**config.mk**
```make
export PLATFORM = sky130hd
export DESIGN_NAME = led_fade_ctrl
export DESIGN_NICKNAME = d
export VERILOG_FILES = /design/src/rtl/led_fade_ctrl.sv
export SDC_FILE = /design/constraint.sdc
export NUM_CORES = 1
export LEC_CHECK = 0
export CAP_MARGIN = 20
export CORE_ASPECT_RATIO = 0.75
export CORE_MARGIN = 2
export CORE_UTILIZATION = 50
export CTS_BUF_LIST = sky130_fd_sc_hd__clkbuf_8
export DETAILED_ROUTE_END_ITERATION = 8
export PLACE_DENSITY_LB_ADDON = 0.05
export SLEW_MARGIN = 20
export SYNTH_ARGS = -nofsm -noshare
export SYNTH_HDL_FRONTEND = slang
export SYNTH_SLANG_ARGS = --single-unit
```
**constraint.sdc**
```tcl
create_clock -name sys_clk -period 3.5 [get_ports sys_clk]
set_clock_uncertainty 0.15 [all_clocks]
set_input_delay 0.875 -clock sys_clk [delete_from_list [all_inputs] [get_ports sys_clk]]
set_output_delay 0.875 -clock sys_clk [all_outputs]
set_load 0.02 [all_outputs]
```
**src/rtl/led_fade_ctrl.sv**
```systemverilog
// LED brightness sequencer: one-shot fades and continuous breathing, stepped by
// PWM frame ticks at a programmable rate. Brightness is registered for the comparator.
module led_fade_ctrl #(
    parameter int RATE_W = 4
) (
    input  logic              sys_clk,
    input  logic              rst,
    input  logic              frame_tick,
    input  logic              cmd_valid,
    output logic              cmd_ready,
    input  logic [7:0]        cmd_target,
    input  logic [RATE_W-1:0] cmd_rate,
    input  logic              cmd_breathe,
    output logic [7:0]        brightness,
    output logic              busy,
    output logic              done
);

    typedef enum logic [1:0] {IDLE, FADE, BR_UP, BR_DOWN} state_t;

    localparam logic [RATE_W-1:0] CNT_ONE = 1;

    state_t            state, state_nx;
    logic [7:0]        bright_nx;
    logic [7:0]        lo, lo_nx, hi, hi_nx, target, target_nx;
    logic [7:0]        goal, stepped;
    logic [RATE_W-1:0] rate, rate_nx, cnt, cnt_nx;
    logic              done_nx, accept;

    // One unit toward the goal, never overshooting and never wrapping.
    function automatic logic [7:0] step_toward(input logic [7:0] cur, input logic [7:0] g);
        if (cur < g)
            return cur + 8'd1;
        else if (cur > g)
            return cur - 8'd1;
        else
            return cur;
    endfunction

    always_comb begin
        cmd_ready = (state != FADE);
        busy      = (state != IDLE);
        accept    = cmd_valid && cmd_ready;

        case (state)
            FADE:    goal = target;
            BR_UP:   goal = hi;
            BR_DOWN: goal = lo;
            default: goal = brightness;
        endcase
        stepped = step_toward(brightness, goal);

        state_nx  = state;
        bright_nx = brightness;
        lo_nx     = lo;
        hi_nx     = hi;
        target_nx = target;
        rate_nx   = rate;
        cnt_nx    = cnt;
        done_nx   = 1'b0;

        if (accept) begin
            // Accept wins over a coincident frame_tick, which is dropped.
            target_nx = cmd_target;
            rate_nx   = cmd_rate;
            cnt_nx    = '0;
            if (cmd_target == brightness) begin
                state_nx = IDLE;
                done_nx  = !cmd_breathe;
            end else if (!cmd_breathe) begin
                state_nx = FADE;
            end else begin
                lo_nx    = (cmd_target < brightness) ? cmd_target : brightness;
                hi_nx    = (cmd_target > brightness) ? cmd_target : brightness;
                state_nx = (cmd_target > brightness) ? BR_UP : BR_DOWN;
            end
        end else if (frame_tick && state != IDLE) begin
            if (cnt == rate) begin
                cnt_nx    = '0;
                bright_nx = stepped;
                case (state)
                    FADE: begin
                        if (stepped == target) begin
                            state_nx = IDLE;
                            done_nx  = 1'b1;
                        end
                    end
                    BR_UP:   if (stepped == hi) state_nx = BR_DOWN;
                    BR_DOWN: if (stepped == lo) state_nx = BR_UP;
                    default: ;
                endcase
            end else begin
                cnt_nx = cnt + CNT_ONE;
            end
        end
    end

    always_ff @(posedge sys_clk) begin
        if (rst) begin
            state      <= IDLE;
            brightness <= 8'd0;
            lo         <= 8'd0;
            hi         <= 8'd0;
            target     <= 8'd0;
            rate       <= '0;
            cnt        <= '0;
            done       <= 1'b0;
        end else begin
            state      <= state_nx;
            brightness <= bright_nx;
            lo         <= lo_nx;
            hi         <= hi_nx;
            target     <= target_nx;
            rate       <= rate_nx;
            cnt        <= cnt_nx;
            done       <= done_nx;
        end
    end

endmodule

```
==> results of run 1 <==
-- routing by layer --
metal / GRT usage / routed length, um / up-vias
li1: - / - / 1426
met5: 0 / 0 / -
met4: 0.09501 / 200 / 0
met1: 0.3907 / 4123 / 1409
met3: 0.05088 / 510 / 17
met2: 0.4775 / 4473 / 80
-- power groups by stage --
| stage | logic, W | registers (W) | clock network, W |
|---|---|---|---|
| 5_1_grt | 0.00326 | 0.000583 | 0.000439 |
| 4_1_cts | 0.00269 | 0.000576 | 0.000418 |
| 6_report | 0.00306 | 0.000578 | 0.000411 |
| 3_3_place_gp | 0.00228 | 0.000591 | 0 |
| 2_1_floorplan | 0.00146 | 0.000602 | 0 |
| 3_5_place_dp | 0.00232 | 0.000591 | 0 |
-- flip-flops by register name (all words and copies together) (netlist names) --
signal      count
target          8
hi              8
rate            4
state           2
lo              8
cnt             4
brightness      8
done            1
-- placed cells by master (no fill, tap or decap), types with 6 or more instances in the layout --
cell type / instances
buf_4: 58
a21oi_1: 45
dfxtp_1: 42
nand2_1: 33
o21ai_0: 27
clkdlybuf4s50_1: 27
xnor2_1: 24
mux2i_1: 16
inv_1: 14
ha_1: 13
xor2_1: 11
nor2_1: 10
mux4_2: 8
or3_1: 8
inv_2: 7
nand3_1: 7
nand4_1: 7
buf_6: 7
ha_4: 6
clkbuf_8: 6
-- critical path, cell delays in order (launching register included) --
cell and delay, ns:
dfxtp_4 0.38, buf_6 0.11, mux4_2 0.50, inv_2 0.09, ha_4 0.20, nor2b_4 0.12, o211ai_1 0.23, a21o_1 0.18
and2_4 0.16, buf_6 0.12, mux2i_4 0.28, buf_6 0.16, xnor2_4 0.13, xnor2_1 0.13, nor3_2 0.25, a21oi_1 0.10
a311o_1 0.31
-- timing repair --
action | 4_1_cts | 5_1_grt
setup endpoints to repair | 2 | 2
pin swaps | 12 | 16
resized for setup | 29 | 21
buffers inserted | 8 | 2
-- stage by stage --
stage	hold WS [ns]	TNS (ns)	setup WS, ns	total power (W)
after floorplan	0.2920	-0.009110	-0.009110	0.002063
after global placement	0.3115	-0.5939	-0.4086	0.002873
after detailed placement	0.3181	-0.6282	-0.4516	0.002910
after CTS	0.3307	-0.2523	-0.1331	0.003681
after global routing	0.3517	-0.4660	-0.3232	0.004277
final	0.3296	-0.2025	-0.2025	0.004052
-- layout make-up --
class,instances,area (um^2)
Multi-Input combinational cell,274,2300
Fill cell,464,1583
Sequential cell,43,864.6
Timing Repair Buffer,95,844.6
Tap cell,78,97.59
Clock buffer,6,82.58
Inverter,21,78.83
Clock inverter,2,35.03
-- worst max-delay path by stage --
stage                  startpoint       end  slack [ns]  cells after the start
floorplan           brightness[5]  state[0]      -0.009                     14
global placement         state[1]  state[0]       -0.41                     14
detailed placement       state[1]  state[0]       -0.45                     14
CTS                      state[1]  state[0]       -0.13                     15
global route             state[1]  state[0]       -0.32                     15
finish                   state[1]  state[0]       -0.20                     16
-- cells by family (layout without fill, tap and decap cells) --
group                      Yosys count  in the layout
and+or+nand+nor                     91             91
xor gates and xnor gates            44             44
buffers and inverters               43            124
muxes                               26             26
AOI/OAI and AO/OA                   94             94
adders and majority gates           19             19
DFF                                 43             43
==> impl_results.md, run 1 <==
* Crit Reg-Reg Startpoint: state[1]
* F_max at 0.2701 GHz
* #FFs+latches synth at 43
* GRT overflow at 0
* Clk slew on worst S/H paths at 0.08 ns
* Post-Synth XOR/XNOR Area at 0.1367
* CTS tree: done
* Final WL at 9307 um
* Power per cell area at 941.7 mW/mm^2
* Final ANT Viol Nets at 0
* FFs w/ async S/R, synth at 0
* Register area share after synthesis at 0.2790
* Placed Area at 0.003822 mm^2
* Adder-cell share of the synthesized area at 0.07705
* Finished Cell Area at 0.004303 mm^2
* Layout cell share with drive strength beyond 1 at 0.2948
* Buffers on Ports at 27
* Mapped Avg Cell Area at 8.571 um^2
* Main combinational cell family by area after synthesis: compound AO/OA/AOI/OAI gates
* Via Count at 2932
* Chip Width at 94.71 um
* Total GRT Usage at 0.2904
* Crit Path Category: reg2reg
* Initial antenna violation count at 0
* Largest net degree at the start of global routing at 34
* Hold depth at 2
* Clock Power Share at 0.101
* Root Driver: clkbuf_8
* Synthesized cell area at 0.003085 mm^2
* Post-synthesis cell type count at 48
* Worst vdd ir at 0.0005146 V
* Nets at 476
* Origin of the worst min-delay path: rate[2]
* Remaining design rule violation count at 0
* Gpl congestion at 0.8499
* Core Rows at 24
* Synth top area share at 0.2790
* Area grow syn2layout at 39.46%
* Die Span Y at 72.03 um
* Worst-path fanout max at 3
* Hold-fix buffers, CTS at 0
* Number of synthesized flops with an enable pin at 0
* N_diodes at 0
* Syn Inst Count at 360
* Final setup vio count at 1
* First-pass GRT wire length at 15190 um
* Synth top cells by count: a21oi_1 (46), dfxtp_1 (43), nand2_1 (33), o21ai_0 (28), xnor2_1 (28)
* Reg2Reg Depth at 16
* Critical Path RT at 3.54 ns
* Failing checks: setup timing
* WP data arrival at 3.74 ns
* Slew @ Worst Pin at 0.3561 ns
* Multiplexer share of the synthesized area at 0.1221
* Logic pwr share at 0.756
* Leakage at 1.758 nW
* H-tree Lvls at 2
* P_int at 0.002371 W
* IO Count at 28
* Max-slew headroom at 0.7608
* Top cells by area, synth: dfxtp_1 (28%), xnor2_1 (7.9%), ha_1 (7.7%)
* Clock Sink Count at 43
* CP Launch Type: flop
* Vias in the first global route at 3017
* Initial DRC Count at 154
* Most common cell in the netlist: a21oi_1
* Sequential fraction of design power at 0.143
* TritonCTS Buffers at 5
* Crit. End Element: flop
* Utilization after layout at 0.7311
* Clk Latency, worst-skew pair at 0.30 ns
* Sw Share at 0.4149
* Synth warn at 0
* Reg2reg end: state[0]
* Compound-Gate Fraction of Synth Area at 0.1780
* Status: finished with violations
* Class of the worst hold path: reg2reg
* Worst Hold Path EP: rate[2]
* Post-synthesis simple-gate area fraction at 0.1492
* Reg2reg setup slack at -0.20 ns
* Post-synth top area cell: dfxtp_1
* Max-slew violation count at 0
* Non-Filler Instances at 519
* Hold Fails Final Rpt at 0
* Initial Util at 0.5242
* Placed wire-length estimate at 6628 um
* Post-Place Cells at 502
* Net Sw Power at 0.001681 W
* Clock Tree Buf Depth at 2
* Top_reg_cell synth: dfxtp_1
* Total Die Area at 0.006822 mm^2
* Core Area at 0.005886 mm^2
* Per-cell routed wire length at 17.93 um
* Unrepaired setup endpoints after global routing: true
* Tcrit/Tclk final at 1.058
* Max-cap violations at 0
* Synthesized Nets at 396
* Final min period at 3.702 ns
* DR pass1 iterations at 5
* PnR worst setup slack at -0.2025 ns
* Vias per inst at 5.649
No activity file was read; power rests on OpenSTA's default activity.
==> inputs of run 2 (changes only) <==
--- a/config.mk
+++ b/config.mk
@@ -5,13 +5,14 @@
 export SDC_FILE = /design/constraint.sdc
 export NUM_CORES = 1
 export LEC_CHECK = 0
+export ABC_AREA = 1
 export CAP_MARGIN = 20
 export CORE_ASPECT_RATIO = 0.75
 export CORE_MARGIN = 2
 export CORE_UTILIZATION = 50
 export CTS_BUF_LIST = sky130_fd_sc_hd__clkbuf_8
 export DETAILED_ROUTE_END_ITERATION = 8
-export PLACE_DENSITY_LB_ADDON = 0.05
+export PLACE_DENSITY = 0.73
 export SLEW_MARGIN = 20
 export SYNTH_ARGS = -nofsm -noshare
 export SYNTH_HDL_FRONTEND = slang
==> run 2 against run 1 <==
Against the previous run:
- the flow still finishes with violations (setup timing)
- non-clock buffer count decreased by 48
- final area shrank 4.7%
- core utilization shrank 7.9 points
- clock power up 14%
==> impl_results.md, run 2 <==
* Clk Latency, worst-skew pair at 0.30 ns
* Most frequent cells in the layout: nand2_1 (78), inv_1 (63), nor2_1 (46), dfxtp_1 (41), nand3_1 (32)
* Crit. End Element: flop
* Initial antenna violation count at 0
* Area grow syn2layout at 26.24%
* H-tree Lvls at 2
* Power per cell area at 516.6 mW/mm^2
* Hold-fix buffers, CTS at 0
* Worst Hold Path EP: lo[7]
* Clk slew on worst S/H paths at 0.09 ns
* Die Span Y at 73.79 um
* Hold WS at 0.3713 ns
* WP data arrival at 3.58 ns
* Failing checks: setup timing
* Post-synth top area cell: dfxtp_1
* Post-synthesis cell type count at 34
* Max-slew headroom at 0.6614
* Critical Path RT at 3.55 ns
* IO Count at 28
* Top cells by area, synth: dfxtp_1 (27%), nand2_1 (10%), ha_1 (7.3%)
* Buffers on Ports at 27
* Leakage at 1.936 nW
* Clock Sink Count at 43
* Per-cell routed wire length at 16.14 um
* Mapped Avg Cell Area at 6.722 um^2
* Top_reg_cell synth: dfxtp_1
* Chip Width at 97.05 um
* Synthesized cell area at 0.003247 mm^2
* N_diodes at 0
* CP Cell Sequence: clkinvlp_4 -> nor2_4 -> buf_6 -> nand2_2 -> o211ai_1 -> o21ai_1 -> ha_1 -> a21o_4 -> nor2_4 -> nand2_8 -> nand2_2 -> nand3_2 -> nand2_4 -> xor2_1 -> nand2_1 -> nor2_2 -> nand2_1 -> a21oi_2 -> nand3_1 -> nand2_1 -> nor2_1
* Busiest grt layer: met2
* Reg2Reg Depth at 21
* Syn Inst Count at 483
* Max-slew violation count at 0
* Core Rows at 25
* Max-cap violations at 0
* Number of synthesized flops with an enable pin at 0
* Final ANT Viol Nets at 0
* Met3 Track Usage GR at 0.04948
* GRT overflow at 0
* Origin of the worst min-delay path: lo[7]
* Tcrit/Tclk final at 1.008
* Initial Util at 0.5164
* Synth top cells by count: nand2_1 (87), inv_1 (62), nor2_1 (51), dfxtp_1 (43), nand3_1 (36)
* Most used cell, CP: nand2_1
* FFs w/ async S/R, synth at 0
* Total GRT Usage at 0.2621
* Vias per inst at 5.677
* Met2 usage at 0.4252
* Reg2reg setup slack at -0.03 ns
* Synthesized Nets at 519
* #FFs+latches synth at 43
* Final WL at 9846 um
* F_max at 0.2835 GHz
* Nets at 564
* Reg2reg end: state[0]
* Root Driver: clkbuf_8
* Worst-path fanout max at 5
* DR pass1 iterations at 5
* Setup TNS at -0.02686 ns
* Vias in the first global route at 3085
* Unrepaired setup endpoints after global routing: true
* Final setup vio count at 1
* Most common cell in the netlist: nand2_1
* CP Launch Type: flop
* Filler cell count at 546
* Class of the worst hold path: reg2reg
* PnR worst setup slack at -0.02686 ns
* Layout cell share with drive strength beyond 1 at 0.1928
* Slew @ Worst Pin at 0.5073 ns
* Synth warn at 0
* Clock Tree Buf Depth at 2
* Final min period at 3.527 ns
* Hold depth at 2
* Gpl congestion at 0.9281
* M1 GR Usage at 0.3675
* Via Count at 3463
* CP max stage delay at 0.41 ns
* CTS tree: done
* Register area share after synthesis at 0.2651
* Synth top area share at 0.2651
* Remaining design rule violation count at 0
* CP max-delay cell: dfxtp_4
* Crit Path Category: reg2reg
* Initial DRC Count at 320
* Worst vdd ir at 0.0002943 V
* Core Area at 0.006287 mm^2
* Crit Reg-Reg Startpoint: state[1]
* First-pass GRT wire length at 14950 um
* Total Die Area at 0.007161 mm^2
* Hold Fails Final Rpt at 0
* Largest net degree at the start of global routing at 25
* Placed wire-length estimate at 7022 um
* TritonCTS Buffers at 5
* Commonest non-fill, non-tap cell in the layout: nand2_1
* Status: finished with violations
-- run 2: timing repair --
action | CTS | global route
endpoints found under the setup margin | 2 | 2
buffers inserted | 0 | 7
cloned | 0 | 4
pin swaps | 0 | 28
gates resized for setup | 1 | 61
-- run 2: cells by family (layout without fill, tap and decap cells) --
group | Yosys count | after routing | share of synthesized area
and+or+nand+nor | 224 | 227 | 0.3353
AOI/OAI and AO/OA | 102 | 102 | 0.1927
buffers and inverters | 80 | 123 | 0.09326
DFF | 43 | 43 | 0.2651
adders and majority gates | 19 | 19 | 0.07322
xor gates and xnor gates | 15 | 15 | 0.04046
-- run 2: worst max-delay path: cells and delay by family (launching register included) --
kind | cells | cell delay, ns
AND/OR/NAND/NOR | 13 | 1.39
flip-flops | 1 | 0.41
buffers and inverters | 2 | 0.29
adder cells (fa/ha/maj) | 1 | 0.35
XOR/XNOR | 1 | 0.15
AO/OA/AOI/OAI | 4 | 0.67
-- run 2: where the power goes --
part | internal [W] | leakage (nW) | total, W | switching (W)
logic | 0.000402 | 1.51 | 0.00107 | 0.000664
clock network | 0.000283 | 0.0695 | 0.000470 | 0.000188
registers | 0.000529 | 0.354 | 0.000582 | 0.0000525
total | 0.00121 | 1.94 | 0.00212 | 0.000904
-- run 2: layout make-up --
type	count	area [um^2]	area share
multi-input cells	363	2292	0.5592
flip-flops and latches	43	865.8	0.2112
clock inverters	3	63.81	0.01557
clock buffers	5	68.82	0.01679
well taps	81	101.3	0.02473
repair buffers	47	447.9	0.1093
inverters	68	259.0	0.06319
-- run 2: worst max-delay path by stage --
stage	from	endpoint	slack (ns)
floorplan	state[1]	state[0]	0.23
global placement	state[0]	state[0]	-0.03
detailed placement	state[0]	state[0]	-0.11
CTS	state[1]	state[0]	0.02
global route	state[1]	state[0]	-0.19
finish	state[1]	state[0]	-0.03
-- run 2: stage by stage --
step	util	power (W)	cell area (um^2)	setup WS [ns]	cells
floorplan	-	0.001232	3247	0.2336	483
global placement	0.5843	0.001432	3674	-0.02810	591
detailed placement	0.5843	0.001447	3674	-0.1073	591
CTS	0.6058	0.001917	3809	0.02049	599
global route	0.6519	0.002247	4099	-0.1868	610
finish	0.6519	0.002118	4099	-0.02686	610
-- run 2: metal layers --
layer  wire length (um)  part of all wire
met2               4330              0.44
met3                907             0.092
met5                  0                 0
met1               4493              0.46
met4                115             0.012
==> inputs of run 3 (changes only) <==
--- a/config.mk
+++ b/config.mk
@@ -5,14 +5,13 @@
 export SDC_FILE = /design/constraint.sdc
 export NUM_CORES = 1
 export LEC_CHECK = 0
-export ABC_AREA = 1
 export CAP_MARGIN = 20
 export CORE_ASPECT_RATIO = 0.75
 export CORE_MARGIN = 2
 export CORE_UTILIZATION = 50
 export CTS_BUF_LIST = sky130_fd_sc_hd__clkbuf_8
 export DETAILED_ROUTE_END_ITERATION = 8
-export PLACE_DENSITY = 0.73
+export PLACE_DENSITY = 0.74
 export SLEW_MARGIN = 20
 export SYNTH_ARGS = -nofsm -noshare
 export SYNTH_HDL_FRONTEND = slang
==> run 3 against run 2 <==
Against the previous run:
- highest routed layer unchanged
- final area is 2.8% higher
- combinational power grew to 3.0 times the previous value
- setup slack worse by 0.15 ns
- the flow still finishes with violations (setup timing)
- routed wire length is 5.6% lower
- count of clock-buffer cells in the layout stayed put
- flip-flop and latch count stayed put
- largest cell class unchanged
==> impl_results.md, run 3 (synthesis results as in run 1) <==
* IO Count at 28
* Hold-fix buffers, CTS at 0
* Logic pwr share at 0.779
* First-pass GRT wire length at 14680 um
* Busiest grt layer: met2
* H-tree Lvls at 2
* Met3 Track Usage GR at 0.03946
* Vias per inst at 5.701
* Leakage at 1.732 nW
* Max-cap violations at 0
* Sw Share at 0.4262
* TritonCTS Buffers at 5
* Remaining design rule violation count at 0
* Crit. End Element: flop
* Status: finished with violations
* Reg2reg setup slack at -0.17 ns
* Hold WS at 0.3248 ns
* Tcrit/Tclk final at 1.049
* Final min period at 3.673 ns
* WP data arrival at 3.72 ns
* Max-slew violation count at 0
* Filler cell count at 463
* Core Rows at 24
* Final WL at 9291 um
* Total Die Area at 0.006822 mm^2
* Placed wire-length estimate at 6385 um
* Clock Power Share at 0.079
* Failing checks: setup timing
* Area grow syn2layout at 36.54%
* Sequential fraction of design power at 0.143
* Clock Sink Count at 43
* Net Sw Power at 0.001731 W
* P_int at 0.002330 W
* Power per cell area at 963.9 mW/mm^2
* Initial antenna violation count at 0
* N_diodes at 0
* Max-slew headroom at 0.6935
* Class of the worst hold path: reg2reg
* Post-Place Cells at 498
* F_max at 0.2723 GHz
* Setup WS pre-CTS at -0.4198 ns
* Layout cell share with drive strength beyond 1 at 0.2925
* Clk Latency, worst-skew pair at 0.31 ns
* Clock Tree Buf Depth at 2
* Chip Width at 94.71 um
* Worst-path fanout max at 4
* Initial DRC Count at 235
* DR pass1 iterations at 5
* Placed Area at 0.003780 mm^2
* Per-cell routed wire length at 17.90 um
* Gpl congestion at 0.9010
* Clk slew on worst S/H paths at 0.09 ns
* Setup TNS at -0.2349 ns
* CP Launch Type: flop
* Largest net degree at the start of global routing at 34
* Slew @ Worst Pin at 0.4572 ns
* Commonest non-fill, non-tap cell in the layout: buf_4
* Final ANT Viol Nets at 0
* Met2 usage at 0.4665
* Vias in the first global route at 2894
* Worst vdd ir at 0.0004583 V
* Hold Fails Final Rpt at 0
* Finished Cell Area at 0.004213 mm^2
* Root Driver: clkbuf_8
* Buffers on Ports at 27
* Unrepaired setup endpoints after global routing: true
* Core Area at 0.005886 mm^2
* Total GRT Usage at 0.2772
* Non-Filler Instances at 519
* Die Span Y at 72.03 um
* Initial Util at 0.5242
* Via Count at 2959
* PnR worst setup slack at -0.1730 ns
* Most frequent cells in the layout: buf_4 (60), a21oi_1 (45), dfxtp_1 (42), nand2_1 (32)
* Critical Path RT at 3.55 ns
* M1 GR Usage at 0.3813
* CTS tree: done
* Nets at 476
* GRT overflow at 0
* Final setup vio count at 2
* Crit Path Category: reg2reg
## run 3: cell type report
type / count / area (um^2) / share of cell area
multi-input combinational: 274 / 2258 / 0.5361
sequential: 43 / 864.6 / 0.2052
timing repair buffer: 95 / 828.3 / 0.1966
tap: 78 / 97.59 / 0.02317
inverter: 21 / 78.83 / 0.01871
clock buffer: 5 / 68.82 / 0.01634
clock inverter: 3 / 16.27 / 0.003861
## run 3: worst max-delay path, stage by stage, from the launching register on
cell and delay [ns]:
dfxtp_4 0.38, buf_12 0.12, mux4_2 0.50, inv_2 0.08, ha_4 0.19, a211o_1 0.33, a21oi_4 0.19, and2_4 0.17
buf_4 0.15, mux2i_4 0.35, xnor2_2 0.14, xnor2_2 0.24, nor4_2 0.09, a21o_1 0.17, a311o_1 0.32
## run 3: through the flow
step           total power (W)    util
6_report              0.004061  0.7158
2_1_floorplan         0.002063       -
3_3_place_gp          0.002893  0.6422
3_5_place_dp          0.002953  0.6422
5_1_grt               0.004288  0.7158
4_1_cts               0.003643  0.6873
## run 3: power groups by stage
stage	Combinational, W	Clock (W)	Sequential [W]
after detailed placement	0.00236	0	0.000592
after floorplan	0.00146	0	0.000602
final	0.00316	0.000320	0.000579
after global routing	0.00336	0.000345	0.000584
after global placement	0.00230	0	0.000590
after CTS	0.00274	0.000323	0.000576
## run 3: metal layers
| layer | up-vias | routed length, um |
|---|---|---|
| met1 | 1416 | 4019 |
| met3 | 15 | 663 |
| li1 | 1422 | - |
| met5 | - | 0 |
| met2 | 106 | 4474 |
| met4 | 0 | 133 |
## run 3: what timing repair did
| action | 4_1_cts | 5_1_grt |
|---|---|---|
| pin swaps | 13 | 24 |
| gates resized for setup | 18 | 26 |
| buffers inserted | 9 | 5 |
| setup endpoints to repair | 2 | 2 |
## run 3: final timing paths
path | start | endpoint | cells after the start
setup / recovery | state[1] | state[0] | 14
hold / removal | rate[1] | rate[1] | 2
setup reg to reg | state[1] | state[0] | 14
hold reg to reg | rate[1] | rate[1] | 2
